### config.mk
export PLATFORM = sky130hd
export DESIGN_NAME = bless_ni
export DESIGN_NICKNAME = d
export VERILOG_FILES = /design/src/rtl/bless_ni.sv
export SDC_FILE = /design/constraint.sdc
export NUM_CORES = 1
export LEC_CHECK = 0
export BUFFER_PORTS_ARGS = -buffer_cell sky130_fd_sc_hd__buf_2
export CORE_AREA = 2 2 189 144
export DETAILED_ROUTE_END_ITERATION = 10
export DIE_AREA = 0 0 191 146
export MAX_ROUTING_LAYER = met4
export PLACE_DENSITY = 0.84
export SLEW_MARGIN = 0
export SYNTH_ARGS = -nofsm -noshare
export SYNTH_HDL_FRONTEND = slang
export SYNTH_SLANG_ARGS = --single-unit
### constraint.sdc
create_clock -name clk -period 5.15 [get_ports clk]
set_input_delay 0.515 -clock clk [delete_from_list [all_inputs] [get_ports clk]]
set_output_delay 0.515 -clock clk [all_outputs]
set_load 0.03 [all_outputs]
### src/rtl/bless_ni.sv
// BLESS mesh node network interface: packetizes core words into tagged flits
// for injection and timestamps ejected flits with their network latency.
module bless_ni #(
    parameter int PKT_ID_W  = 8,
    parameter int FLIT_ID_W = 3,
    parameter int TIME_W    = 8,
    parameter int COORD_W   = 3,
    parameter int DATA_W    = 32,
    parameter int INJ_DEPTH = 4,
    parameter int FLIT_W    = PKT_ID_W + FLIT_ID_W + TIME_W + 2*COORD_W + DATA_W
) (
    input  logic                clk,
    input  logic                reset,
    input  logic                tx_valid,
    output logic                tx_ready,
    input  logic [DATA_W-1:0]   tx_data,
    input  logic [COORD_W-1:0]  tx_xdst,
    input  logic [COORD_W-1:0]  tx_ydst,
    input  logic                tx_last,
    input  logic                inj_allow,
    output logic [FLIT_W-1:0]   dinLocal,
    input  logic [FLIT_W-1:0]   doutLocal,
    output logic                rx_valid,
    output logic [FLIT_W-1:0]   rx_flit,
    output logic [TIME_W-1:0]   rx_latency,
    output logic [TIME_W-1:0]   time_now,
    output logic [15:0]         inj_cnt,
    output logic [15:0]         ej_cnt
);
    localparam int AW       = $clog2(INJ_DEPTH);
    localparam int TIME_LSB = DATA_W + 2*COORD_W;

    logic [FLIT_W-1:0]    fifo [INJ_DEPTH];
    logic [AW:0]          wrPtr, rdPtr;
    logic                 empty, full, push, pop;
    logic [PKT_ID_W-1:0]  curPktId;
    logic [FLIT_ID_W-1:0] flitCnt;
    logic                 inPacket;
    logic [TIME_W-1:0]    pktTime, flitTime;
    logic [COORD_W-1:0]   pktX, pktY, flitX, flitY;
    logic                 endPkt;
    logic [FLIT_W-1:0]    newFlit;

    // Extra pointer bit distinguishes full from empty.
    assign empty    = (wrPtr == rdPtr);
    assign full     = (wrPtr[AW] != rdPtr[AW]) && (wrPtr[AW-1:0] == rdPtr[AW-1:0]);
    assign tx_ready = !full;
    assign push     = tx_valid && !full;
    assign pop      = !empty && inj_allow;

    // Header fields are latched on the first word and reused for the rest of the packet.
    assign flitTime = inPacket ? pktTime : time_now;
    assign flitX    = inPacket ? pktX    : tx_xdst;
    assign flitY    = inPacket ? pktY    : tx_ydst;
    assign newFlit  = {curPktId, flitCnt, flitTime, flitX, flitY, tx_data};
    assign endPkt   = tx_last || (flitCnt == {FLIT_ID_W{1'b1}});

    always_ff @(posedge clk) begin
        if (push) fifo[wrPtr[AW-1:0]] <= newFlit;
    end

    always_ff @(posedge clk) begin
        if (reset) begin
            wrPtr      <= '0;
            rdPtr      <= '0;
            curPktId   <= PKT_ID_W'(1);
            flitCnt    <= '0;
            inPacket   <= 1'b0;
            pktTime    <= '0;
            pktX       <= '0;
            pktY       <= '0;
            dinLocal   <= '0;
            rx_valid   <= 1'b0;
            rx_flit    <= '0;
            rx_latency <= '0;
            time_now   <= '0;
            inj_cnt    <= '0;
            ej_cnt     <= '0;
        end else begin
            time_now <= time_now + 1'b1;

            if (push) begin
                wrPtr   <= wrPtr + 1'b1;
                pktTime <= flitTime;
                pktX    <= flitX;
                pktY    <= flitY;
                if (endPkt) begin
                    flitCnt  <= '0;
                    inPacket <= 1'b0;
                    // ID 0 means "no flit", so the counter skips it on wrap.
                    curPktId <= (curPktId == {PKT_ID_W{1'b1}}) ? PKT_ID_W'(1) : curPktId + 1'b1;
                end else begin
                    flitCnt  <= flitCnt + 1'b1;
                    inPacket <= 1'b1;
                end
            end

            if (pop) begin
                dinLocal <= fifo[rdPtr[AW-1:0]];
                rdPtr    <= rdPtr + 1'b1;
                inj_cnt  <= inj_cnt + 16'd1;
            end else begin
                dinLocal <= '0;
            end

            // Router is bufferless: every non-empty flit is taken immediately.
            if (doutLocal != '0) begin
                rx_valid   <= 1'b1;
                rx_flit    <= doutLocal;
                rx_latency <= time_now - doutLocal[TIME_LSB +: TIME_W];
                ej_cnt     <= ej_cnt + 16'd1;
            end else begin
                rx_valid <= 1'b0;
            end
        end
    end
endmodule

==> results.md <==
- Startpoint types: input port
- Iteration count of the initial detailed-routing pass: 5
- Largest net degree at the start of global routing: 98
- F_max: 0.345 GHz
- DIE HEIGHT: 146 um
- Area of the core: 25,800 sq um
- Area growth syn-to-layout: 19.2%
- Max-cap violations: 0
- RSZ-0062 raised after global routing: no
- Num CTS Buffers: 39
- Global-route wire length before repair: 53.7 mm
- Post-route DRC: 0
- Slowest cell on crit path: and2_2
- H-tree depth: 2
- Synthesized area: 15,400 sq um
- GPL Wtd Cong: 0.847
- Arrival @ worst endpoint: 3.34 ns
- Reg2reg path depth: 4
- Post-layout min period: 2.90 ns
- Top cells by area, synth: edfxtp_1 44%, dfxtp_1 25%, mux4_2 8.3%
- Initial antenna violation count: 0
- Worst Hold Launch: tx_data[26]
- Seq cells post-synth: 423
- Slew Viols, Final: 0
- Most frequent cell on the critical path: nor2_1
- Critical path required time: 5.60 ns
- DR WL/cell: 20.2 um
- # resized after CTS: 0
- Worst Tran Pin Value: 1.04 ns
- Worst-path fanout max: 56
- Vias in the first global route: 9,811
- RR Startpoint: rdPtr[0]
- Outcome: finished clean
- Detail Placement HPWL: 21.8 mm
- Most common cell after layout, fill and taps aside: buf_2
- NumNets Final: 1,460
- Worst hold endpoint: fifo[2][26]
- Mapped Avg Cell Area: 14.3 sq um
- Clock transition at the registers of the reported paths: 0.06 ns
- Reg-to-reg critical path endpoint: fifo[0][9]
- Hold Path Depth: 1
- All-Layer GR Usage: 0.257
- Die Wd: 191 um
- EDFF count, synth: 228
- Cell Rows: 51
- Syn Nets: 1,196
- Commonest cells after routing, fill and taps aside: 262 x buf_2, 228 x edfxtp_1, 193 x dfxtp_1
- Hold Crit Class: input port to flip-flop
- Setup violators final: 0
- Post-synth ARST share: 0
- Fraction of layout cells with a size suffix above 1: 0.305
- Seq/Total Area, Yosys: 0.697
- Via count: 9,718
- CTS tree: yes
- Initial DRC count: 622
- Worst-path cell chain: buf_2, nor4_1, nand4_1, nor2_1, and2_2, buf_4, a21oi_1, nor2_1
- Clk_skew: 0.0344 ns
- Root buf cell: clkbuf_16
- Critical Path Max Stage Delay: 0.95 ns
- Largest area contributor in the netlist: edfxtp_1
- Clock Sinks: 423
- Worst vdd ir: 0.000441 V
- Cells after Synth: 1,077
- Drt total wl: 34.7 mm
- Initial Util: 0.597
- Setup bufs post-CTS: 0
- Pwr Total: 7810 uW
- Max_slew headroom: 0.307
- Post-route ant nets: 0
- Cts hold-fix bufs: 0
- Finished Core Util: 0.712
- Cell area power density: 425 nW/um^2
- Setup TNS: 0 ns
- Yosys cell types: 49
- Period Utilization, post-route: 0.563
- N_diodes: 0
- # IOs: 264
- CP Class: input port to flip-flop
- Via-to-Cell Ratio: 5.67
- GRT overflow: 0
- Hold Violations, Final: 0
- Max clock buf depth: 3
- Clock latency on the worst-skew pair: 0.54 ns
- # port buffers: 263
- Share of the synthesized area in the top cell type: 0.444
- Ys flop type: edfxtp_1
- Leakage power: 0.00710 uW
- Flop2flop setup slack: 2.42 ns
- Yosys warns: 0
- Crit end category: flip-flop
- Die Footprint: 27,900 sq um
Yosys cell counts, drive strengths merged, types with 2 or more instances:
| library cell | n |
|---|---|
| ha | 18 |
| and4 | 2 |
| o31ai | 5 |
| nor4 | 15 |
| dfxtp | 195 |
| nand2b | 4 |
| and2 | 2 |
| o21ai | 8 |
| mux2 | 12 |
| nand2 | 70 |
| o31a | 2 |
| xor2 | 22 |
| a31oi | 2 |
| mux4 | 57 |
| buf | 15 |
| nor3 | 7 |
| or4 | 5 |
| nand3b | 2 |
| a311oi | 4 |
| nand3 | 26 |
| nor2 | 110 |
| nand4 | 7 |
| inv | 16 |
| and3 | 11 |
| xnor2 | 23 |
| clkbuf | 34 |
| nor2b | 60 |
| a211oi | 7 |
| a21oi | 94 |
| edfxtp | 228 |
cell families (layout without fill, tap and decap cells):
family / after synthesis / after routing / share of synthesized area
AOI/OAI and AO/OA: 131 / 131 / 0.0482
muxes: 70 / 70 / 0.0926
and+or+nand+nor: 324 / 324 / 0.102
DFF: 423 / 423 / 0.697
adders and majority gates: 19 / 19 / 0.0159
xor gates and xnor gates: 45 / 45 / 0.0256
buffers and inverters: 65 / 358 / 0.0187
registers in the layout, summed over array words and instances (netlist names), 16 cells and up:
| register | cells |
|---|---|
| inj_cnt | 16 |
| ej_cnt | 16 |
| rx_flit | 57 |
| dinLocal | 57 |
| fifo | 228 |
power breakdown:
| part | switching (uW) | total, uW | internal [uW] |
|---|---|---|---|
| clock network | 1240 | 3050 | 1800 |
| registers | 107 | 3850 | 3740 |
| logic | 524 | 913 | 389 |
| total | 1880 | 7810 | 5930 |
cell type report:
| cell class | count | area [sq um] |
|---|---|---|
| Inverter | 16 | 60.1 |
| Timing Repair Buffer | 272 | 1390 |
| Multi-Input combinational cell | 589 | 4400 |
| Tap cell | 344 | 430 |
| Clock inverter | 20 | 272 |
| Fill cell | 1678 | 7450 |
| Sequential cell | 423 | 10800 |
| Clock buffer | 50 | 1090 |
worst max path at each step:
stage                   from           to  slack [ns]  depth (start not counted)
2_1_floorplan       rdPtr[1]   fifo[3][0]        2.31                          4
3_3_place_gp   doutLocal[43]  rx_flit[37]        1.82                          8
3_5_place_dp   doutLocal[43]  rx_flit[11]        1.72                          8
4_1_cts        doutLocal[43]  rx_flit[11]        2.27                          8
5_1_grt        doutLocal[44]  rx_flit[37]        2.05                          8
6_report       doutLocal[43]  rx_flit[11]        2.25                          8
worst max-delay path, delay by kind of cell:
family / cells / cell delay, ns
compound gates: 1 / 0.10
buf+inv: 2 / 0.50
simple gates: 5 / 2.22
metrics by stage:
step                      cell area (sq um)  setup WS [ns]  cells  hold WS [ns]
after floorplan                       15400           2.31   1077         0.433
after global routing                  18400           2.05   1714         0.175
after CTS                             18400           2.27   1714         0.172
final                                 18400           2.25   1714         0.190
after global placement                17000           1.82   1644         0.438
after detailed placement              17000           1.72   1644         0.441
metal layers:
layer / up-vias / GRT usage / wire length [um]
li1: 4480 / - / -
met2: 414 / 0.431 / 17400
met5: - / - / 0
met3: 57 / 0.0422 / 2530
met4: 0 / 0.0624 / 637
met1: 4767 / 0.328 / 14100
(Power assumes the default switching activity.)
